`src/rtl/stream_burst_sched.sv`:
```
// stream_burst_sched
// Sequencer for the stream gate. One accepted start produces a train of
// bursts: each burst is a single trig pulse to the gate, followed by a wait
// for the gate's last beat, then a programmable idle gap before the next trig.
//
// Optional build macro: STREAM_SCHED_WDOG_EN adds a watchdog that aborts a
// train whose burst never completes (err pulse, back to IDLE).
//
// Ports
//   clk_i, reset_i          clock, asynchronous active-high reset
//   start_i, abort_i        single-cycle control requests
//   num_bursts_i            bursts per train, 0 = continuous until abort
//   burst_samples_i         samples per burst (0 rejects the start)
//   gap_cycles_i            idle cycles between a burst end and the next trig
//   mon_tvalid_i/tready_i/tlast_i  tap of the gate output handshake
//   trig_o, samples_o       gate trigger and latched burst length
//   busy_o, done_o, err_o   status: running / normal completion / watchdog
//   burst_idx_o             bursts completed in the current train
module stream_burst_sched #(
  parameter int CNT_WIDTH   = 32,
  parameter int IDX_WIDTH   = 16,
  parameter int WDOG_CYCLES = 1048576
) (
  input  logic                 clk_i,
  input  logic                 reset_i,
  input  logic                 start_i,
  input  logic                 abort_i,
  input  logic [IDX_WIDTH-1:0] num_bursts_i,
  input  logic [CNT_WIDTH-1:0] burst_samples_i,
  input  logic [CNT_WIDTH-1:0] gap_cycles_i,
  input  logic                 mon_tvalid_i,
  input  logic                 mon_tready_i,
  input  logic                 mon_tlast_i,
  output logic                 trig_o,
  output logic [CNT_WIDTH-1:0] samples_o,
  output logic                 busy_o,
  output logic                 done_o,
  output logic [IDX_WIDTH-1:0] burst_idx_o,
  output logic                 err_o
);

  typedef enum logic [2:0] {
    ST_IDLE,
    ST_ARM,
    ST_WAIT_LAST,
    ST_GAP,
    ST_DRAIN
  } state_t;

  state_t               state_q;
  logic [CNT_WIDTH-1:0] samples_q;
  logic [CNT_WIDTH-1:0] gap_q;
  logic [CNT_WIDTH-1:0] gap_cnt_q;
  logic [IDX_WIDTH-1:0] num_q;
  logic [IDX_WIDTH-1:0] idx_q;
  logic [IDX_WIDTH-1:0] idx_d;
  logic                 done_q;
  logic                 err_q;
  logic                 burst_end;
  logic                 accept;
  logic                 wdog_hit;

  assign burst_end = mon_tvalid_i & mon_tready_i & mon_tlast_i;
  assign accept    = start_i & ~abort_i & (burst_samples_i != '0);
  assign idx_d     = idx_q + IDX_WIDTH'(1);

`ifdef STREAM_SCHED_WDOG_EN
  localparam int WDOG_W = $clog2(WDOG_CYCLES + 1);

  logic [WDOG_W-1:0] wdog_q;
  logic              wdog_run;

  // Counts only while sitting in WAIT_LAST/DRAIN; any burst end or state
  // change (abort to DRAIN, timeout to IDLE) restarts it from zero.
  assign wdog_hit = (wdog_q == WDOG_W'(WDOG_CYCLES - 1));
  assign wdog_run = ((state_q == ST_WAIT_LAST && !abort_i) || state_q == ST_DRAIN)
                    && !burst_end && !wdog_hit;

  always_ff @(posedge clk_i or posedge reset_i) begin
    if (reset_i)       wdog_q <= '0;
    else if (wdog_run) wdog_q <= wdog_q + WDOG_W'(1);
    else               wdog_q <= '0;
  end
`else
  // No watchdog in this build: the timeout condition can never be met.
  assign wdog_hit = (WDOG_CYCLES < 0);
`endif

  always_ff @(posedge clk_i or posedge reset_i) begin
    if (reset_i) begin
      state_q   <= ST_IDLE;
      samples_q <= '0;
      gap_q     <= '0;
      gap_cnt_q <= '0;
      num_q     <= '0;
      idx_q     <= '0;
      done_q    <= 1'b0;
      err_q     <= 1'b0;
    end else begin
      done_q <= 1'b0;
      err_q  <= 1'b0;
      case (state_q)
        ST_IDLE: begin
          if (accept) begin
            samples_q <= burst_samples_i;
            num_q     <= num_bursts_i;
            gap_q     <= gap_cycles_i;
            idx_q     <= '0;
            state_q   <= ST_ARM;
          end
        end
        ST_ARM: begin
          // trig is out this cycle, so an abort must still wait for the burst
          state_q <= abort_i ? ST_DRAIN : ST_WAIT_LAST;
        end
        ST_WAIT_LAST: begin
          if (burst_end) begin
            idx_q <= idx_d;
            // abort coinciding with the last beat: burst is already over
            if (abort_i) begin
              state_q <= ST_IDLE;
            end else if (num_q != '0 && idx_d == num_q) begin
              state_q <= ST_IDLE;
              done_q  <= 1'b1;
            end else if (gap_q == '0) begin
              state_q <= ST_ARM;
            end else begin
              gap_cnt_q <= gap_q;
              state_q   <= ST_GAP;
            end
          end else if (abort_i) begin
            state_q <= ST_DRAIN;
          end else if (wdog_hit) begin
            state_q <= ST_IDLE;
            err_q   <= 1'b1;
          end
        end
        ST_GAP: begin
          if (abort_i) begin
            state_q <= ST_IDLE;
          end else if (gap_cnt_q == CNT_WIDTH'(1)) begin
            state_q <= ST_ARM;
          end else begin
            gap_cnt_q <= gap_cnt_q - CNT_WIDTH'(1);
          end
        end
        ST_DRAIN: begin
          if (burst_end) begin
            state_q <= ST_IDLE;
          end else if (wdog_hit) begin
            state_q <= ST_IDLE;
            err_q   <= 1'b1;
          end
        end
        default: state_q <= ST_IDLE;
      endcase
    end
  end

  assign trig_o      = (state_q == ST_ARM);
  assign busy_o      = (state_q != ST_IDLE);
  assign samples_o   = samples_q;
  assign done_o      = done_q;
  assign burst_idx_o = idx_q;
  assign err_o       = err_q;

endmodule

```
`config.mk`:
```
export PLATFORM = sky130hd
export DESIGN_NAME = stream_burst_sched
export DESIGN_NICKNAME = d
export VERILOG_FILES = /design/src/rtl/stream_burst_sched.sv
export SDC_FILE = /design/constraint.sdc
export NUM_CORES = 1
export LEC_CHECK = 0
export BUFFER_PORTS_ARGS = -buffer_cell sky130_fd_sc_hd__buf_2
export CORE_MARGIN = 2
export CORE_UTILIZATION = 45
export CTS_CLUSTER_SIZE = 25
export DETAILED_ROUTE_END_ITERATION = 10
export PLACE_DENSITY = 0.71
export SLEW_MARGIN = 20
export SYNTH_ARGS = -nofsm -noshare
export SYNTH_HDL_FRONTEND = slang
export SYNTH_SLANG_ARGS = --single-unit
```
`constraint.sdc`:
```
create_clock -name clk_i -period 5.75 [get_ports clk_i]
set_input_delay 1.15 -clock clk_i [delete_from_list [all_inputs] [get_ports clk_i]]
set_output_delay 1.15 -clock clk_i [all_outputs]
set_load 0.05 [all_outputs]
```
After elaboration in Yosys (flattened, before gate mapping)
Index checks and enable logic that the tools add are counted.

Add/subtract/negate cells: 2. Equality and inequality tests: 16. Multiplexer cells: 25. Bitwise operators: 5. Reduce and logical (&&, ||, !) cells: 12.

Operators by type and width (count): $mux W32 (6); $pmux W32 S2 (1); $eq A32 B1 Y1 const B (1); $logic_not A32 Y1 (1); $mux W16 (2); $pmux W16 S2 (1); $reduce_bool A32 Y1 (1); $sub A32 B1 Y32 const B (1); $mux W3 (7); $add A16 B1 Y16 const B (1); $eq A16 B16 Y1 (1); $ne A2 B2 Y1 const B (8); $reduce_bool A16 Y1 (1); $pmux W3 S5 (1); $reduce_and A7 Y1 (1); $eq A3 B2 Y1 const B (2); $mux W2 (3); $ne A3 B3 Y1 const B (2); $and A1 B1 Y1 (4); $mux W1 (4); $reduce_and A4 Y1 (1); $reduce_bool A2 Y1 (2); $eq A3 B1 Y1 const B (1); $eq A3 B3 Y1 const B (1); other kinds (6) (6).

Register bits: 132. Input port bits: 87. Output and inout bits: 52. Logic and storage cells: 67.

Logic depth before layout (Yosys ltp)
Word-level depth: 7. Mapped depth: 10. Gate-level depth less buffers: 9.

Least setup slack after synthesis
No wires, ideal clock.

Kind: register -> register. Start: register idx_q[0], in the netlist burst_idx_o[0]. End: register gap_cnt_q[28]. Library setup time: 126 ps. Data arrival time: 3177 ps. Required time: 5624 ps. Path slack: 2446 ps. Cell stages (with the launch flop): 10. Buffers on the path: 1. Clock period less this slack: 3304 ps. Cell sequence: dfrtp_1 > ha_1 > nand3_1 > nor3_1 > mux2_2 > nor4_1 > a31oi_1 > and2_1 > buf_2 > a221o_1.

Word-level cells in the longest chain between the ends: 5.

Ends and longest elaborated chain: start: declaration (line 55) `logic [IDX_WIDTH-1:0] idx_q;`; start signal: assignment (line 118) `idx_q <= idx_d;`; $add A16 B1 Y16 (line 65) `assign idx_d = idx_q + IDX_WIDTH'(1);`; $eq A16 B16 Y1 (line 122) `end else if (num_q != '0 && idx_d == num_q) begin`; $logic_and A1 B1 Y1 (line 122); $ne A2 B2 Y1 (no source line); $reduce_and A7 Y1 (no source line); end signal: assignment (line 128) `gap_cnt_q <= gap_q;`; end signal: assignment (line 144) `gap_cnt_q <= gap_cnt_q - CNT_WIDTH'(1);`; end: declaration (line 53) `logic [CNT_WIDTH-1:0] gap_cnt_q;`.

No other way between the ends. A chain may end at the register's enable or synchronous reset.

Worst setup path in the final report
Start: register idx_q[0], in the netlist burst_idx_o[0]. End: register gap_cnt_q[11].

Same word-level chain as after synthesis.

==> impl.org <==
** Power and ir drop
- Power Density :: roughly 540 mW/mm²
- Per report_power, the sequential group accounts for 39.5% of the total.
- Power dissipated by switching net loads :: 1720 µW
- Static leakage :: 0.00356 µW
- In this run switching power makes up 39.5% of total power.
- Max rail drop VDD :: 0.246 mV
- Int Pwr :: 2640 µW
- Part of the power in the clock network :: 24.4%
- In this run, the combinational gates consume 36.0% of the power.

** Worst setup path
- Endpoint kind of the worst setup timing path :: flip-flop
- CP Buf/Inv Count :: 1
- CP max-delay cell :: sky130_fd_sc_hd__nor3_1
- In this run the worst path has a maximum fanout of between 50 and 60.
- The signal on the critical path passes through ha_1 -> nand3_1 -> nor3_1 -> mux2_2 -> nor4_1 -> a31oi_1 -> a21oi_2 -> buf_4 -> nor2_1 -> o22a_1.
- The startpoint identified for the worst register-to-register timing path is burst_idx_o[0].
- The kind of cell with the highest combined delay along the critical path is simple AND/OR/NAND/NOR gates.
- Type of element launching the critical path :: flip-flop
- Critical path data arrival time :: 4.09 ns
- Longest individual stage delay on the worst path :: 0.52 ns
- The number of cells on the worst reg-to-reg path is 10.
- By startpoint and endpoint, the worst setup path is classified as flip-flop to flip-flop.
- Req. time, crit path :: 6.05 ns
- Worst reg2reg path endpoint :: gap_cnt_q[11]
- Worst R2R Setup Slack :: just under 2 ns

** Layout
- Cell area after layout :: just over 0.008 mm²
- Fraction of layout cells with a size suffix above 1 :: 34.1%
- The final layout contains 855 nets.
- Compared with the post-synthesis result, the final layout area differs by 21.1%.

** Yosys
- Cell taking the most area after synthesis :: sky130_fd_sc_hd__dfrtp_1
- Synth warnings :: 0
- The number of nets handed over by synthesis was 732.
- Most area-consuming cells after synthesis :: sky130_fd_sc_hd__dfrtp_1 (50%), sky130_fd_sc_hd__mux2_2 (14%), sky130_fd_sc_hd__nor2_1 (3.3%), sky130_fd_sc_hd__o21ai_0 (2.9%), sky130_fd_sc_hd__nor4_1 (2.3%)
- Fraction of the yosys area taken by sequential cells :: 49.6%
- The mapped netlist covers 0.00666 mm².
- Synthesized flop and latch total :: 132
- The most used flip-flop cell after synthesis is sky130_fd_sc_hd__dfrtp_1.
- After synthesis, the mean cell area works out to 10.4 µm².
- Synth Instances :: 642
- Leading cell type by number of instances after synthesis :: sky130_fd_sc_hd__dfrtp_1
- Top cells by count, synth :: sky130_fd_sc_hd__dfrtp_1 (132), sky130_fd_sc_hd__mux2_2 (81), sky130_fd_sc_hd__nor2_1 (58)
- Fraction of registers with async set/reset :: 100%
- Synthesis instantiated 59 different standard cells from the library.
- The synthesized design contains 0 enable-type register cells.
- Proportion of netlist area held by the largest area contributor :: 49.6%

** STA
- Dividing the final minimum period by the clock period gives approximately two thirds.
- Across the routed clock network, the largest skew measured is 0.00643 ns.
- Final worst slack :: roughly 2 ns
- The worst path in the final design needs a cycle of roughly 3.8 ns, including I/O delays and setup.
- Setup-failing EPs final :: 0
- Slew at the pin with the worst max-slew slack :: 0.919 ns
- Timing would allow up to 0.264 GHz.
- Fin. Hold Viols :: 0
- Max_slew headroom :: ~39%
- Hold timing on the final database bottoms out at a slack of 0.498 ns.
- Setup_tns :: 0 ns
- Unrepaired setup endpoints after global routing :: false
- Final max-slew violation count :: 0

** Floorplanning
- Core area :: 0.0145 mm²
- Die area :: 0.0158 mm²
- Die boundary height :: about 130 µm
- During I/O placement, the number of pins put on the boundary was 139.
- After floorplanning, the core was divided into 44 placement rows.
- The initial utilization of the core area, before any placement, comes to 46.0%.
- Width of the chip :: 126 µm

** Placed design
- The congestion estimate from routability-driven global placement came to between 0.8 and 0.9.
- Prior to clock tree synthesis, the placed netlist has a worst setup slack of 1.98 ns.
- After legalization and detailed placement, the total HPWL measured ~12,000 µm.
- Port buffering added roughly 140 buffers.
- Placed standard-cell area :: around 0.0075 mm²

** Global route
- Grt total ovfl :: 0
- The initial antenna violation count was 2.
- The first global-routing pass estimated 27,900 µm of wire.
- Number of global-route vias before repair :: 5,684
- Overall Global Routing Usage :: 21.7%
- Pin count of the biggest net entering global routing :: 74

** Clock tree
- After clock tree synthesis, the repair step resized 0 gates.
- The number of clock buffers added by TritonCTS is 17.
- # Post-CTS Setup Buffers :: 0
- Clock tree synthesis found a total of 132 sinks.
- Max clock buf depth :: 2
- Clock latency on the worst-skew pair, taken at its later pin, is 0.42 ns.
- Master cell of the clock root buffer :: sky130_fd_sc_hd__clkbuf_16
- Clock tree from TritonCTS :: built
- # H-tree levels :: 4
- CTS clock-pin slew for the worst setup and hold paths :: 0.06 ns
- Number of buffers inserted by hold repair at cts :: 0

** Drt
- Final wirelength :: between 15,000 and 20,000 µm
- Iteration-0 DRC Markers :: 379
- Drt first pass iters :: 5
- Post-route antenna net violation count :: 0
- Dividing the detail-routed wire length by the instance count gives 17.4 µm.
- Count of vias placed by the detailed router :: approximately 5,600
- After detailed routing, the number of remaining DRC violations is 0.
- Using the TritonRoute via totals, the vias-per-cell ratio works out to 5.76.

** Worst hold path
- The worst hold path belongs to the class flip-flop to flip-flop.
- Start point of the worst min-delay path :: gap_cnt_q[1]
- Capture endpoint of the worst hold path :: gap_cnt_q[1]
- Hold Path Depth :: 2

** Job
- Max-cap violations in this run came to 0.

** Status
- The run finished with clean final reports.
-- layout by cell type (no fill, tap or decap), types with 4 or more instances in the layout --
cell type	instances
sky130_fd_sc_hd__buf_4	5
sky130_fd_sc_hd__o22a_1	12
sky130_fd_sc_hd__clkbuf_8	4
sky130_fd_sc_hd__nor4_1	25
sky130_fd_sc_hd__nor2_1	57
sky130_fd_sc_hd__o21ai_0	39
sky130_fd_sc_hd__buf_2	137
sky130_fd_sc_hd__nand3_1	14
sky130_fd_sc_hd__o211ai_1	5
sky130_fd_sc_hd__or4_1	5
sky130_fd_sc_hd__dfrtp_1	132
sky130_fd_sc_hd__and3_1	5
sky130_fd_sc_hd__clkbuf_16	17
sky130_fd_sc_hd__inv_1	17
sky130_fd_sc_hd__a31oi_1	10
sky130_fd_sc_hd__nand2_1	31
sky130_fd_sc_hd__xnor2_1	15
sky130_fd_sc_hd__or3_4	4
sky130_fd_sc_hd__xor2_1	9
sky130_fd_sc_hd__mux2_2	81
sky130_fd_sc_hd__o31a_1	5
sky130_fd_sc_hd__nor3_1	26
sky130_fd_sc_hd__o22ai_1	5
sky130_fd_sc_hd__o21ai_1	5
sky130_fd_sc_hd__a21oi_1	28
sky130_fd_sc_hd__nand4_1	12
sky130_fd_sc_hd__or3_1	9
-- per-layer routing --
metal  global-route usage [%]  wire length [µm]  vias up
met5                        0                 0        -
met4                     8.63               334        0
met3                     4.89               767       30
met2                     38.1              8880      145
met1                     26.1              6790     2755
li1                         -                 -     2620
-- how the worst max path moves through the flow --
stage	startpoint	to	slack, ns	cells past startpoint
floorplan	reset_i	burst_idx_o[0]	1.07	1
global placement	burst_samples_i[25]	gap_q[15]	2.07	7
detailed placement	burst_samples_i[7]	samples_o[20]	1.98	7
CTS	burst_idx_o[0]	gap_cnt_q[7]	2.05	10
global route	burst_idx_o[0]	gap_cnt_q[24]	1.58	10
finish	burst_idx_o[0]	gap_cnt_q[11]	1.97	10
-- worst min-delay path, cell delays in order, from the launching register on --
cell and delay, ns:
sky130_fd_sc_hd__dfrtp_1 0.35, sky130_fd_sc_hd__nand2_1 0.05, sky130_fd_sc_hd__o21ai_0 0.06
-- state kept, by name (all words and copies together), names as in the netlist --
signal / flops
state_q: 3
burst_idx_o: 16
samples_o: 32
gap_cnt_q: 32
done_o: 1
gap_q: 32
num_q: 16
-- cells by family (layout without fill, tap and decap cells) --
| kind of cell | Yosys count | in the layout | synth area share, % |
|---|---|---|---|
| XOR/XNOR | 25 | 25 | 3.49 |
| buffers and inverters | 56 | 192 | 3.38 |
| multiplexers | 81 | 81 | 13.7 |
| AND/OR/NAND/NOR | 207 | 207 | 16.1 |
| AO/OA/AOI/OAI | 137 | 137 | 13.1 |
| adder cells (fa/ha/maj) | 3 | 3 | 0.563 |
| other | 1 | 3 | 0.0563 |
| flip-flops | 132 | 132 | 49.6 |
-- metrics by stage --
step / utilization, % / power (µW) / cells
3_3_place_gp: 51.6 / 3230 / 930
2_1_floorplan: - / 2870 / 642
3_5_place_dp: 51.6 / 3300 / 930
4_1_cts: 55.7 / 4380 / 962
5_1_grt: 55.7 / 4600 / 964
6_report: 55.7 / 4360 / 964
-- power by group through the flow --
stage	combinational [µW]	sequential (µW)	clock, µW
global route	1690	1780	1120
global placement	1530	1700	0
detailed placement	1570	1720	0
finish	1570	1720	1070
floorplan	858	2010	0
CTS	1580	1710	1080
-- cell type report --
class | count | area (µm²)
Clock buffer | 24 | 492
Clock inverter | 8 | 98.8
Tap cell | 184 | 230
Timing Repair Buffer | 142 | 723
Sequential cell | 132 | 3300
Fill cell | 1238 | 6410
Antenna cell | 2 | 5.00
Multi-Input combinational cell | 454 | 3140
Inverter | 18 | 70.1
No activity file was read; power rests on OpenSTA's default activity.
